===== config.mk =====
export PLATFORM = sky130hd
export DESIGN_NAME = fft_uart_tx_packer
export DESIGN_NICKNAME = d
export VERILOG_FILES = /design/src/rtl/fft_uart_tx_packer.sv
export SDC_FILE = /design/constraint.sdc
export NUM_CORES = 1
export LEC_CHECK = 0
export BUFFER_PORTS_ARGS = -buffer_cell sky130_fd_sc_hd__buf_2
export CAP_MARGIN = 40
export CELL_PAD_IN_SITES_DETAIL_PLACEMENT = 1
export CELL_PAD_IN_SITES_GLOBAL_PLACEMENT = 1
export CORE_UTILIZATION = 47
export CTS_BUF_LIST = sky130_fd_sc_hd__clkbuf_8 sky130_fd_sc_hd__clkbuf_16
export CTS_CLUSTER_DIAMETER = 30
export DETAILED_ROUTE_END_ITERATION = 16
export GPL_ROUTABILITY_DRIVEN = 1
export PLACE_DENSITY = 0.87
export SYNTH_ARGS = -nofsm -noshare
export SYNTH_HDL_FRONTEND = slang
export SYNTH_SLANG_ARGS = --single-unit

===== constraint.sdc =====
create_clock -name clk -period 3.3 [get_ports clk]
set_input_delay 0.495 -clock clk [delete_from_list [all_inputs] [get_ports clk]]
set_output_delay 0.495 -clock clk [all_outputs]
set_load 0.1 [all_outputs]

===== src/rtl/fft_uart_tx_packer.sv =====
// Pulls FFT result points one by one and ships each as 8 UART 8N1 bytes (re then im, LSB first).
// Define FFT_TX_HEADER_EN to prefix every frame with the sync bytes 0xAA, 0x55.
module fft_uart_tx_packer #(
  parameter int t_1_bit   = 5207,
  parameter int bit_width = 29,
  parameter int N         = 16,
  parameter int SIZE      = 4
) (
  input  logic                 clk,
  input  logic                 rst_n,
  input  logic                 start,
  input  logic                 out_valid,
  input  logic [bit_width-1:0] data_re,
  input  logic [bit_width-1:0] data_im,
  output logic                 en_out,
  output logic                 tx,
  output logic                 busy,
  output logic                 frame_done,
  output logic                 overflow
);
  localparam int BAUD_W = (t_1_bit > 1) ? $clog2(t_1_bit) : 1;
  localparam logic [BAUD_W-1:0] BAUD_LAST = BAUD_W'(t_1_bit - 1);
  localparam logic [SIZE-1:0]   PT_LAST   = SIZE'(N - 1);

  typedef enum logic [2:0] {
    IDLE, REQ, WAIT_DATA, LOAD, START_BIT, DATA_BITS, STOP_BIT, DONE
  } state_t;

  state_t            state_reg;
  logic [BAUD_W-1:0] baud_reg;
  logic [2:0]        bit_reg;
  logic [2:0]        byte_reg;
  logic [SIZE-1:0]   pt_reg;
  logic [63:0]       buf_reg;
  logic [7:0]        sh_reg;
  logic [31:0]       re_ext;
  logic [31:0]       im_ext;
  logic              baud_end;
`ifdef FFT_TX_HEADER_EN
  logic              hdr_reg;
`endif

  for (genvar gi = 0; gi < 32; gi++) begin : g_sext
    localparam int SRC = (gi < bit_width) ? gi : bit_width - 1;
    assign re_ext[gi] = data_re[SRC];
    assign im_ext[gi] = data_im[SRC];
  end

  assign baud_end = (baud_reg == BAUD_LAST);

  // LOAD is the first clk of every start bit, so tx drops on entry and the baud counter resumes at 1.
  always_ff @(posedge clk or negedge rst_n) begin
    if (!rst_n) begin
      state_reg  <= IDLE;
      baud_reg   <= '0;
      bit_reg    <= '0;
      byte_reg   <= '0;
      pt_reg     <= '0;
      buf_reg    <= '0;
      sh_reg     <= '0;
      tx         <= 1'b1;
      en_out     <= 1'b0;
      busy       <= 1'b0;
      frame_done <= 1'b0;
      overflow   <= 1'b0;
`ifdef FFT_TX_HEADER_EN
      hdr_reg    <= 1'b0;
`endif
    end else begin
      en_out     <= 1'b0;
      frame_done <= 1'b0;
      if (out_valid && state_reg != WAIT_DATA) overflow <= 1'b1;
      case (state_reg)
        IDLE: begin
          pt_reg   <= '0;
          byte_reg <= '0;
          baud_reg <= '0;
          if (start) begin
            busy <= 1'b1;
`ifdef FFT_TX_HEADER_EN
            hdr_reg   <= 1'b1;
            buf_reg   <= {48'd0, 16'h55AA};
            tx        <= 1'b0;
            state_reg <= LOAD;
`else
            en_out    <= 1'b1;
            state_reg <= REQ;
`endif
          end
        end
        REQ: state_reg <= WAIT_DATA;
        WAIT_DATA: begin
          if (out_valid) begin
            buf_reg   <= {im_ext, re_ext};
            tx        <= 1'b0;
            state_reg <= LOAD;
          end
        end
        LOAD: begin
          sh_reg    <= buf_reg[7:0];
          buf_reg   <= {8'd0, buf_reg[63:8]};
          baud_reg  <= BAUD_W'(1);
          state_reg <= START_BIT;
        end
        START_BIT: begin
          if (baud_end) begin
            baud_reg  <= '0;
            bit_reg   <= '0;
            tx        <= sh_reg[0];
            sh_reg    <= {1'b0, sh_reg[7:1]};
            state_reg <= DATA_BITS;
          end else begin
            baud_reg <= baud_reg + 1'b1;
          end
        end
        DATA_BITS: begin
          if (baud_end) begin
            baud_reg <= '0;
            if (bit_reg == 3'd7) begin
              tx        <= 1'b1;
              state_reg <= STOP_BIT;
            end else begin
              bit_reg <= bit_reg + 1'b1;
              tx      <= sh_reg[0];
              sh_reg  <= {1'b0, sh_reg[7:1]};
            end
          end else begin
            baud_reg <= baud_reg + 1'b1;
          end
        end
        STOP_BIT: begin
          if (baud_end) begin
            baud_reg <= '0;
`ifdef FFT_TX_HEADER_EN
            if (hdr_reg && byte_reg == 3'd1) begin
              hdr_reg   <= 1'b0;
              byte_reg  <= '0;
              en_out    <= 1'b1;
              state_reg <= REQ;
            end else
`endif
            if (byte_reg != 3'd7) begin
              byte_reg  <= byte_reg + 1'b1;
              tx        <= 1'b0;
              state_reg <= LOAD;
            end else if (pt_reg != PT_LAST) begin
              pt_reg    <= pt_reg + 1'b1;
              byte_reg  <= '0;
              en_out    <= 1'b1;
              state_reg <= REQ;
            end else begin
              frame_done <= 1'b1;
              busy       <= 1'b0;
              state_reg  <= DONE;
            end
          end else begin
            baud_reg <= baud_reg + 1'b1;
          end
        end
        DONE: begin
          pt_reg    <= '0;
          byte_reg  <= '0;
          state_reg <= IDLE;
        end
        default: state_reg <= IDLE;
      endcase
    end
  end
endmodule

==> impl_metrics.toml <==
[synthesis]
gate_count_of_the_mapped_netlist = 490
synth-seq-area-share_pct = 53.0
synth_top_family_by_area = "simple AND/OR/NAND/NOR gates"
mappedNetlistNets = 559
synth.mux.area_fraction_pct = 3.95
synth_compound_area_share_pct = 15.9
synthAdderAreaFrac_pct = 2.07
number_of_enable_type_register_cells_in_the_synthesized_netlist = 0
synth_warnings = 0
synth_top_area_share_pct = 52.5
simple_gate_area_share_of_the_yosys_netlist_pct = 20.2
dominantRegCellSynth = "sky130_fd_sc_hd__dfrtp_1"
postSynth.asyncResetShare_pct = 100
post_synth_main_area_contributors = "sky130_fd_sc_hd__dfrtp_1, sky130_fd_sc_hd__nor2_1, sky130_fd_sc_hd__o22ai_1, sky130_fd_sc_hd__nand2_1, sky130_fd_sc_hd__mux2_2"
flip_flop_and_latch_count_after_synthesis = 100
synth_xor_area_share_pct = 0.901
synth_top_cell_by_area = "sky130_fd_sc_hd__dfrtp_1"
post_synth.cell_area_avg_um2 = 9.63
synth_area_um2 = 4720
synth_cell_type_count = 55

[global_route]
globalRoute.totalOverflow = 0
gr_usage_total_pct = 26.2
grt_first_pass_wirelength_um = 20800
grt_max_degree = 62
antenna_found_initial = 0
via_count_of_the_first_global_routing_pass = 4164

[clock_tree]
numClockSinks = 100
post_cts_resize_count = 0
postCtsSetupRepairBufs = 0
cts-buffers-inserted = 9
clk_path_buf_depth = 2
deepest_level_of_the_cts_h_tree = 3
cts_root_buffer = "sky130_fd_sc_hd__clkbuf_8"
worst_setup_hold_path_clk_slew_ns = 0.10
clock_insertion_delay_worst_skew_ns = 0.38
cts-hold-fix-buffers = 0
cts_tree = "done"

[detailed_routing]
firstDrtPassIters = 4
route.detailed.vias_per_inst = 5.80
postRouteWirelength_um = 12500
avgRoutedWirePerCell_um = 18.3
ant_nets = 0
detail_route.drc_violations = 0
detailroute.via_count = 3963
dr.first_iter.drc_count = 146

[floorplan]
row_count = 36
pin_count = 67
starting_density_pct = 48.3
chipHeight_um = 102
fp.dieArea_um2 = 10400
die_x_um = 102
placeableCoreArea_um2 = 9770

[timing]
max_freq_mhz = 448
finalSetupTns_ns = 0
report.final.setup_viol = 0
slew_headroom_pct = 47.8
final.period_utilization_pct = 67.7
hold-worst-slack_ns = 0.182
worst_slack_ns = 1.07
tightestPinTransition_ns = 0.782
rsz0062_at_grt = "no"
report.final.slew_viol_count = 0
skew_final_ns = 0.00976
report.final.hold_viol_count = 0
fin_crit_ns = 2.23

[placement]
post-dp-hpwl_um = 8700
setup_slack_placement_ns = 1.07
placed_area_um2 = 5140
portBuffers = 66
globalplace.congestion = 0.850

[power_and_ir_drop]
p_per_area_nw_per_um2 = 845
pnr_total_power_mw = 4.56
power.static_leakage_nw = 2.39
vdd_drop_max_mv = 0.441

[final_layout]
nNetsFinal = 614
largest_reg_flops = 61
layout-area-overhead-vs-synth_pct = 14.3
layout_commonest_cell = "sky130_fd_sc_hd__nor2_1"
most-common-layout-cells = "sky130_fd_sc_hd__nor2_1, sky130_fd_sc_hd__dfrtp_1, sky130_fd_sc_hd__buf_2, sky130_fd_sc_hd__o22ai_1, sky130_fd_sc_hd__nand2_1"
antenna_cells = 0
layout_cells_sized_above_1_pct = 20.5
nFillCells = 1142
finalInstanceArea_um2 = 5400

[hold_path]
holdCritPathClass = "in -> async"

[critical_path]
worst_endpoint_data_arrival_time_ns = 2.50
worstReg2RegStart = "state_reg[2]"
cp-startpoint = "state_reg[2]"
timing.critical_path.required_ns = 3.57
cp_max_fo = 60
reg2reg_setup_slack_ns = 1.07
reg2regPathDepth = 4
rr_endpoint = "sh_reg[6]"
critical_path.endpoint_type = "flop"
timing_worst_setup_path_type = "reg -> reg"
worst_setup_path_start_kind = "flop"

[flow_run]
max_cap_viol_count = 0

[outcome]
outcome = "finished clean"
[Yosys cell counts, drive strengths merged (2+ instances only)]
cell    instances
nor2          103
dfrtp          99
o22ai          52
nand2          42
nand3          17
buf            16
a21oi          14
clkbuf         14
mux2           13
o21ai          12
inv            11
a31oi          10
nand4           8
ha              7
and3            6
nand2b          5
a221o           4
mux2i           4
nor3            4
o31ai           4
or4             4
xnor2           4
a211oi          3
a21o            3
a41oi           3
and4bb          3
or3             3
nand3b          2
o211ai          2
[report_power, final]
group          internal (mW)  leakage (nW)  switching (mW)
Combinational          0.599          1.06           0.921
Sequential              1.69          1.19           0.356
Clock                  0.534         0.129           0.461
[worst max-delay path by stage]
stage | to | slack (ns) | cells past startpoint
floorplan | sh_reg[0] | 1.49 | 7
global placement | sh_reg[4] | 1.21 | 4
detailed placement | sh_reg[6] | 1.07 | 4
CTS | sh_reg[6] | 1.05 | 4
global route | sh_reg[6] | 0.90 | 4
finish | sh_reg[6] | 1.07 | 4
[area by class of cell]
type                    count  area, µm²  area share, %
well taps                 133        166           3.08
inverters                  11       41.3          0.765
clock inverters             6        119           2.20
clock buffers              10        138           2.55
flip-flops and latches    100       2500           46.4
multi-input cells         349       2040           37.7
repair buffers             74        393           7.28
[kinds of logic after synthesis]
| logic type | Yosys count |
|---|---|
| AND/OR/NAND/NOR | 206 |
| AO/OA/AOI/OAI | 114 |
| flip-flops | 100 |
| buffers and inverters | 41 |
| multiplexers | 17 |
| adder cells (fa/ha/maj) | 8 |
| XOR/XNOR | 4 |
[per-layer routing]
metal  vias to the layer above  share of wire [%]  global-route usage, %
met3                        25                3.4                   4.86
met5                         -                  0                      0
met2                        78                 51                   45.6
met4                         0                2.2                   10.5
met1                      1978                 43                   32.1
li1                       1882                  -                      -
[through the flow]
| step | utilization, % | cells |
|---|---|---|
| after CTS | 55.2 | 683 |
| after global placement | 52.6 | 667 |
| final | 55.2 | 683 |
| after floorplan | - | 490 |
| after detailed placement | 52.6 | 667 |
| after global routing | 55.2 | 683 |
[critical path, cell delays in order (launching register included)]
cell and delay, ns:
sky130_fd_sc_hd__dfrtp_1 0.73, sky130_fd_sc_hd__nand3b_1 0.21, sky130_fd_sc_hd__buf_4 0.54, sky130_fd_sc_hd__o21ai_2 0.29, sky130_fd_sc_hd__mux2_2 0.35
No activity file was read; power rests on OpenSTA's default activity.
